[src/rtl/accum_arbiter_pkg.sv]
`default_nettype none
// ============================================================================
//  Module      : accum_arbiter_pkg
//  Description : Shared state encoding and default parameter values for the
//                round-robin accumulator arbiter.
//  Revision    : 1.0 - initial release
// ============================================================================
package accum_arbiter_pkg;

    localparam int c_DEF_NREQ    = 4;
    localparam int c_DEF_WIDTH   = 25;
    localparam int c_DEF_TIMEOUT = 15;

    typedef enum logic [1:0] {
        IDLE  = 2'd0,
        ISSUE = 2'd1,
        DRAIN = 2'd2
    } state_t;

endpackage
`default_nettype wire

[src/rtl/accum_arbiter_rr_arbiter.sv]
`default_nettype none
// ============================================================================
//  Module      : rr_arbiter
//  Description : Round-robin grant. The search begins one slot after the
//                pointer and wraps, so the last winner has lowest priority.
//  Revision    : 1.0 - initial release
// ============================================================================
module rr_arbiter
    import accum_arbiter_pkg::*;
#(
    parameter int  NREQ = c_DEF_NREQ,
    localparam int IW   = $clog2(NREQ)
) (
    input  logic [NREQ-1:0] req,
    input  logic [IW-1:0]   ptr,
    output logic [NREQ-1:0] grant
);

    int            w_pos;
    logic [IW-1:0] w_idx;
    logic          w_found;

    // Walk ptr+1, ptr+2, ... modulo NREQ and grant the first active request
    always_comb begin
        grant   = '0;
        w_found = 1'b0;
        w_pos   = 0;
        w_idx   = '0;
        for (int k = 1; k <= NREQ; k++) begin
            w_pos = int'(ptr) + k;
            if (w_pos >= NREQ) begin
                w_pos = w_pos - NREQ;
            end
            w_idx = IW'(w_pos);
            if (!w_found && req[w_idx]) begin
                grant[w_idx] = 1'b1;
                w_found      = 1'b1;
            end
        end
    end

endmodule
`default_nettype wire

[src/rtl/accum_arbiter.sv]
`default_nettype none
// ============================================================================
//  Module      : accum_arbiter
//  Description : Arbitrates NREQ add requests onto a shared accumulator
//                engine, returns the running sum per request and recovers
//                from an unresponsive engine with a bounded wait.
//  Revision    : 1.0 - initial release
// ============================================================================
module accum_arbiter
    import accum_arbiter_pkg::*;
#(
    parameter int NREQ    = c_DEF_NREQ,
    parameter int WIDTH   = c_DEF_WIDTH,
    parameter int TIMEOUT = c_DEF_TIMEOUT
) (
    input  logic                     clk,
    input  logic                     reset_l,
    input  logic [NREQ-1:0]          req_valid,
    input  logic [NREQ*WIDTH-1:0]    req_add,
    output logic [NREQ-1:0]          req_ready,
    output logic                     rsp_valid,
    output logic [$clog2(NREQ)-1:0]  rsp_id,
    output logic [WIDTH-1:0]         rsp_sum,
    output logic                     rsp_err,
    output logic                     busy,
    output logic                     acc_en,
    output logic [WIDTH-1:0]         acc_add,
    input  logic [WIDTH-1:0]         acc_accum,
    input  logic                     acc_done
);

    localparam int IW = $clog2(NREQ);
    localparam int CW = $clog2(TIMEOUT + 1);

    state_t           r_state;
    state_t           w_next;
    logic [IW-1:0]    r_ptr;
    logic [IW-1:0]    r_id;
    logic [WIDTH-1:0] r_add;
    logic [CW-1:0]    r_cnt;
    logic [NREQ-1:0]  w_grant;
    logic [IW-1:0]    w_gnt_idx;
    logic [WIDTH-1:0] w_gnt_add;
    logic             w_fire;
    logic             w_err;
    logic             w_tmo;

    rr_arbiter #(
        .NREQ  (NREQ)
    ) u_rr (
        .req   (req_valid),
        .ptr   (r_ptr),
        .grant (w_grant)
    );

    // The wait limit fires on the cycle whose next count would reach
    // TIMEOUT, so the error response lands exactly TIMEOUT cycles after entry
    assign w_tmo = (r_cnt == CW'(TIMEOUT - 1));

    // Decode the one-hot grant into an index and the matching addend slice
    always_comb begin
        w_gnt_idx = '0;
        w_gnt_add = '0;
        for (int i = 0; i < NREQ; i++) begin
            if (w_grant[i]) begin
                w_gnt_idx = IW'(i);
                w_gnt_add = req_add[i*WIDTH +: WIDTH];
            end
        end
    end

    // State register
    always_ff @(posedge clk or negedge reset_l) begin
        if (!reset_l) begin
            r_state <= IDLE;
        end else begin
            r_state <= w_next;
        end
    end

    // Next-state, response trigger and engine/handshake outputs
    always_comb begin
        w_next    = r_state;
        w_fire    = 1'b0;
        w_err     = 1'b0;
        req_ready = '0;
        acc_en    = 1'b0;
        acc_add   = '0;
        busy      = (r_state != IDLE);
        unique case (r_state)
            IDLE: begin
                // reset_l gate keeps req_ready quiet while reset is held
                if (reset_l) begin
                    req_ready = w_grant;
                end
                if (|req_valid) begin
                    w_next = ISSUE;
                end
            end
            ISSUE: begin
                acc_en  = 1'b1;
                acc_add = r_add;
                if (acc_done) begin
                    w_next = DRAIN;
                    w_fire = 1'b1;
                end else if (w_tmo) begin
                    w_next = DRAIN;
                    w_fire = 1'b1;
                    w_err  = 1'b1;
                end
            end
            DRAIN: begin
                if (!acc_done || w_tmo) begin
                    w_next = IDLE;
                end
            end
            default: begin
                w_next = IDLE;
            end
        endcase
    end

    // Grant bookkeeping, wait counter and registered response
    always_ff @(posedge clk or negedge reset_l) begin
        if (!reset_l) begin
            r_ptr     <= IW'(NREQ - 1);
            r_id      <= '0;
            r_add     <= '0;
            r_cnt     <= '0;
            rsp_valid <= 1'b0;
            rsp_id    <= '0;
            rsp_sum   <= '0;
            rsp_err   <= 1'b0;
        end else begin
            rsp_valid <= w_fire;
            if (w_fire) begin
                rsp_id  <= r_id;
                rsp_sum <= w_err ? '0 : acc_accum;
                rsp_err <= w_err;
            end
            if (r_state != w_next) begin
                r_cnt <= '0;
            end else if (r_state != IDLE) begin
                r_cnt <= r_cnt + CW'(1);
            end
            if (r_state == IDLE && (|req_valid)) begin
                r_id  <= w_gnt_idx;
                r_add <= w_gnt_add;
                r_ptr <= w_gnt_idx;
            end
        end
    end

endmodule
`default_nettype wire

[config.mk]
export PLATFORM = sky130hd
export DESIGN_NAME = accum_arbiter
export DESIGN_NICKNAME = d
export VERILOG_FILES = /design/src/rtl/accum_arbiter_pkg.sv /design/src/rtl/accum_arbiter_rr_arbiter.sv /design/src/rtl/accum_arbiter.sv
export SDC_FILE = /design/constraint.sdc
export NUM_CORES = 1
export LEC_CHECK = 0
export ABC_AREA = 1
export BUFFER_PORTS_ARGS = -buffer_cell sky130_fd_sc_hd__buf_2
export CORE_MARGIN = 2
export CORE_UTILIZATION = 45
export CTS_BUF_LIST = sky130_fd_sc_hd__clkbuf_2
export CTS_CLUSTER_SIZE = 30
export DETAILED_ROUTE_END_ITERATION = 10
export PLACE_DENSITY = 0.76
export SYNTH_ARGS = -nofsm -noshare
export SYNTH_HDL_FRONTEND = slang
export SYNTH_SLANG_ARGS = --single-unit
[constraint.sdc]
create_clock -name clk -period 5.65 [get_ports clk]
set_input_delay 1.13 -clock clk [delete_from_list [all_inputs] [get_ports clk]]
set_output_delay 1.13 -clock clk [all_outputs]
set_load 0.02 [all_outputs]
**Word-level counts from Yosys, hierarchy flattened**

Cells that the tools add are included.

- Add/subtract/negate cells: 9
- Magnitude comparators: 12
- Equal/unequal tests: 4
- Muxes and demuxes: 51
- Bitwise operators: 3
- Reductions and logical operators: 17

Operator list:

| cell | count |
|---|---|
| $mux W25 | 6 |
| $mux W4 | 8 |
| $mux W2 | 10 |
| $mux W1 | 18 |
| $lt A2 B3 Y1 const B | 4 |
| $or A4 B4 Y4 | 3 |
| $ge A3 B3 Y1 const B | 3 |
| $bmux W1 S2 | 4 |
| $demux W1 S2 | 4 |
| $ge A2 B1 Y1 const B | 4 |
| $logic_and A1 B1 Y1 | 8 |
| $sub A2 B1 Y2 const B | 4 |
| $add A2 B2 Y3 const B | 2 |
| $pmux W2 S3 | 1 |
| $add A2 B3 Y4 const B | 1 |
| $add A4 B1 Y4 const B | 1 |
| $eq A4 B4 Y1 const B | 1 |
| $ge A4 B3 Y1 const B | 1 |
| $logic_not A1 Y1 | 4 |
| $reduce_bool A2 Y1 | 2 |
| $reduce_or A4 Y1 | 1 |
| $add A2 B1 Y3 const B | 1 |
| $eq A2 B1 Y1 const B | 1 |
| $eq A2 B2 Y1 const B | 1 |
| other kinds (3) | 3 |

- Bits in registers: 64
- Bits of input ports: 132
- Output and inout port bits: 60
- Logic and storage cells: 105

**Depth between registers and ports, before layout**

- Depth in word-level cells: 19
- Depth in mapped cells: 15
- Depth with buffers taken out: 14

**By module**

Synthesis repeated with hierarchy kept, for this count alone.

- Cells, all modules: 609
- Area, all modules: 4122.7 um^2

By module, submodules not included:

| module | times used | cells an instance | area an instance (um^2) | seq. area each (um^2) |
|---|---|---|---|---|
| accum_arbiter | 1 | 534 | 3701.0 | 1604.0 |
| rr_arbiter | 1 | 75 | 421.7 | 0.0 |

**Worst setup path after synthesis**

No wires, ideal clock.

- Kind: flip-flop to output port
- Start point: register r_ptr[0]
- End point: output port req_ready[3]
- Data arrival time: 2503 ps
- Data required time: 4520 ps
- Path slack: 2017 ps
- Cell stages (with the launch flop): 13
- Buffers on the path: 1
- Path through: dfstp_2 -> inv_4 -> ha_1 -> inv_1 -> nand3_2 -> nand2_4 -> nand2_8 -> nor2_4 -> nand2_2 -> nand3_4 -> inv_2 -> buf_4 -> nor2_1

- Cells in the longest elaborated chain, start to end: 17
- Elaborated cells between the ends (all ways): 62
- Those cells by class: add/sub: 8; order compare: 12; mux: 29; bitwise: 3; reduce/logical: 10

Ends and longest elaborated chain:

| element | RTL line | source |
|---|---|---|
| start, declared | accum_arbiter.sv:37 | `logic [IW-1:0] r_ptr;` |
| start signal, assigned | accum_arbiter.sv:126 | `r_ptr <= IW'(NREQ - 1);` |
| start signal, assigned | accum_arbiter.sv:149 | `r_ptr <= w_gnt_idx;` |
| branches (longest 14 deep; another with $add A2 B1 Y3) | - |  |
| $mux W4 * | accum_arbiter_rr_arbiter.sv:35 | `if (!w_found && req[w_idx]) begin` |
| $mux W4 * | accum_arbiter.sv:93 | `if (reset_l) begin` |
| $mux W4 * | accum_arbiter.sv:90 | `unique case (r_state)` |
| end, declared | accum_arbiter.sv:20 | `output logic [NREQ-1:0] req_ready,` |

Every way passes the cells marked *. The select of a mux whose other input is x is not followed.

**Worst setup path in the final report**

Ends and elaborated chain as after synthesis.

==> results.md <==
* Outcome: finished clean
* Net Switching at 0.002216 W
* Crit path launch type: flop
* Post-Synth Simple-Gate Area at 0.3671
* Iter 0 DRT Violations at 300
* Post-synth cell types at 36
* Initial antenna violation count at 0
* Vias in the first global route at 4630
* Fillers at 933
* Post-CTS resize count at 0
* Hold Startpoint: rsp_err$_DFFE_PN0P_
* Die Y at 105.3 µm
* Slew HR at 0.2448
* Leading area contributor after synthesis: dfrtp_1
* H-Tree Depth at 3
* Mux cell area share after synthesis at 0
* Count of hold-fix buffers inserted at cts at 0
* DPL Wire Length at 10.12 mm
* Clk_lat worst skew at 0.50 ns
* Synthesized area per cell at 7.861 µm²
* Final Instance Area at 5614 µm²
* Post-Synth XOR/XNOR Area at 0.003796
* Setup TNS at 0 ns
* Highest routed layer: met4
* CTS Sinks at 64
* Die ar. at 11080 µm²
* Detailed Routing Iterations Pass 1 at 5
* Initial Util at 0.4678
* Clk buf depth at 2
* Syn nets at 729
* CP Launch Point: r_ptr[0]$_DFFE_PN1P_
* Crit path capture type: output port
* TritonCTS buffer count at 9
* Final hold viol count at 0
* Main flop type after synthesis: dfrtp_1
* Main combinational cell family by area after synthesis: simple AND/OR/NAND/NOR gates
* Comb pwr share at 0.721
* VDD IR max at 0.0003394 V
* Drt drc at 0
* Max Fanout on Critical Path at 28
* Max cap viols at 0
* Seq pwr share at 0.210
* DIE WIDTH at 105.3 µm
* Sequential share of the synthesized area at 0.3476
* Global-route wire length before repair at 21.71 mm
* Nets at 900
* Top cell type's share of synthesized area at 0.3362
* Minimum clock period at 4.642 ns
* CP required at 4.52 ns
* M1 WL at 5.491 mm
* Postcts setup bufs at 0
* Grt ovf at 0
* Pre-CTS WS at 1.602 ns
* Placer Congestion at 0.9088
* Critical path arrival at 3.51 ns
* Clock network fraction of total power at 0.069
* Synth top area cells: dfrtp_1 (34%), nand2_1 (13%), a21oi_2 (7.6%)
* Worst-margin pin slew at 1.122 ns
* Crit Reg-Reg Startpoint: r_ptr[0]$_DFFE_PN1P_
* Internal power at 0.001644 W
* Number of max-slew violations in the final report at 0
* Vias at 4704
* Vias per cell at 5.250
* Syn-to-layout area delta at 21.66%
* Final setup margin at 1.008 ns
* WL per Instance at 15.04 µm
* Ports at 192
* Routed WL at 13.47 mm
* Number of synthesized flops with an enable pin at 0
* Worst Hold Class: reg -> reg
* Switching share of total power at 0.5740
* RSZ-0062 raised after global routing: false
* Ys async rst share at 1.000
* Clk slew on worst S/H paths at 0.20 ns
* Syn Inst Count at 587
* Row count at 36
* Post-Syn Area at 4614 µm²
* Post-route ant nets at 0
* Maximum clock rate at 215.4 MHz
* Largest net degree at the start of global routing at 65
* Final setup vio count at 0
* Leak at 3.005 nW
* Synth Warn # at 0
* Final period util at 0.8215
* Pwr dens at 687.6 nW/µm²
* Worst clock skew at 0.03750 ns
* Met2 routed WL at 6.685 mm
* Root buf cell: clkbuf_2
* DP Area at 5512 µm²
* Layout cells sized above 1 at 0.3971
* Ant. Diodes at 0
* TritonCTS clock tree: yes
* Core ar. at 9864 µm²
* Crit Path Category: reg -> out
* Tot GR Track Use at 0.2436
* Compound-Gate Fraction of Synth Area at 0.1605
* FF+latch count, synth at 64
* Post-Synth Adder-Cell Area at 0.02711
* I/O Buffers at 191
* Routed wl met3 at 913 µm
## synth_stat cells, types with 2 or more instances
cell type and number:
nor3_1 2, a21oi_2 40, a32o_1 25, o21ai_0 10, nand2_4 5, a21oi_1 10, buf_12 2, nand2_2 7
ha_1 10, o31ai_1 2, clkbuf_1 15, nor2_1 85, buf_2 3, inv_1 42, nor2_4 3, dfstp_2 2
nand3_1 50, nand3_2 21, dfrtp_1 62, nand2_1 157, nor2_8 3, nand2_8 2, buf_6 11, buf_4 3
inv_2 2, nand3_4 3
## per-layer routing
layer	up-vias	global-route usage
met4	0	0.09333
met5	-	0
met2	206	0.4235
met1	2198	0.2980
li1	2267	-
met3	33	0.04576
## metrics by stage
stage	power (W)	hold WS [ns]	instances	utilization
floorplan	0.003159	0.4888	587	-
global placement	0.003532	0.4645	880	0.5587
CTS	0.003886	0.5008	896	0.5691
detailed placement	0.003614	0.4641	880	0.5587
finish	0.003860	0.4964	896	0.5691
global route	0.004209	0.5216	896	0.5691
## cell usage in the layout (no fill, tap or decap), types with 3 or more instances in the layout
cell type / count
nand2_2: 7
buf_4: 3
a21oi_1: 10
clkbuf_2: 11
nor2_4: 4
nor2_8: 3
o21ai_0: 10
nand2_4: 5
buf_2: 191
ha_1: 10
nand2_1: 157
a32o_1: 25
dfrtp_1: 62
inv_1: 42
nor2_1: 83
nand3_4: 3
a21oi_2: 40
nand3_1: 50
clkinv_1: 3
nand3_2: 21
## layout make-up
class / count / area [µm²] / share of cell area
Clock inverter: 5 / 47.55 / 0.008469
Multi-Input combinational cell: 443 / 2587 / 0.4609
Clock buffer: 11 / 55.05 / 0.009806
Sequential cell: 64 / 1604 / 0.2857
Inverter: 46 / 175.2 / 0.03120
Timing Repair Buffer: 194 / 978.4 / 0.1743
Tap cell: 133 / 166.4 / 0.02964
## worst max-delay path, stage by stage, from the launching register on
cell	delay, ns
dfstp_2	0.72
inv_4	0.12
ha_1	0.37
inv_1	0.19
nand3_2	0.19
nand2_4	0.15
nand2_8	0.08
nor2_4	0.13
nand2_2	0.08
nand3_4	0.32
inv_2	0.30
nor2_1	0.17
buf_2	0.18
## kinds of logic (layout without fill, tap and decap cells)
kind of cell,Yosys count,after routing
AO/OA/AOI/OAI,89,89
buffers and inverters,80,256
adder cells (fa/ha/maj),10,10
XOR/XNOR,2,2
flip-flops,64,64
AND/OR/NAND/NOR,342,342
## registers in the layout, indices dropped and copies added, names as in the netlist
register,count
r_add,25
r_cnt,4
r_id,2
r_ptr,2
r_state,2
rsp_err,1
rsp_id,2
rsp_sum,25
rsp_valid,1
## power groups by stage
stage	Clock, W	Combinational (W)	Sequential (W)
floorplan	0	0.00225	0.000913
global placement	0	0.00272	0.000808
detailed placement	0	0.00279	0.000820
CTS	0.000276	0.00280	0.000808
global route	0.000295	0.00308	0.000838
finish	0.000266	0.00278	0.000809
## path summary, 6_finish.rpt
check,slack (ns),to,cells after the start
worst min-delay path,0.50,rsp_err$_DFFE_PN0P_,2
worst min register to register,0.50,rsp_err$_DFFE_PN0P_,2
min in group asynchronous,0.86,r_add[20]$_DFFE_PN0P_,2
worst max-delay path,1.01,req_ready[3],12
max in group asynchronous,4.25,rsp_id[1]$_DFFE_PN0P_,2
worst max register to register,2.42,r_add[15]$_DFFE_PN0P_,14
Power figures use the tool's default switching activity.
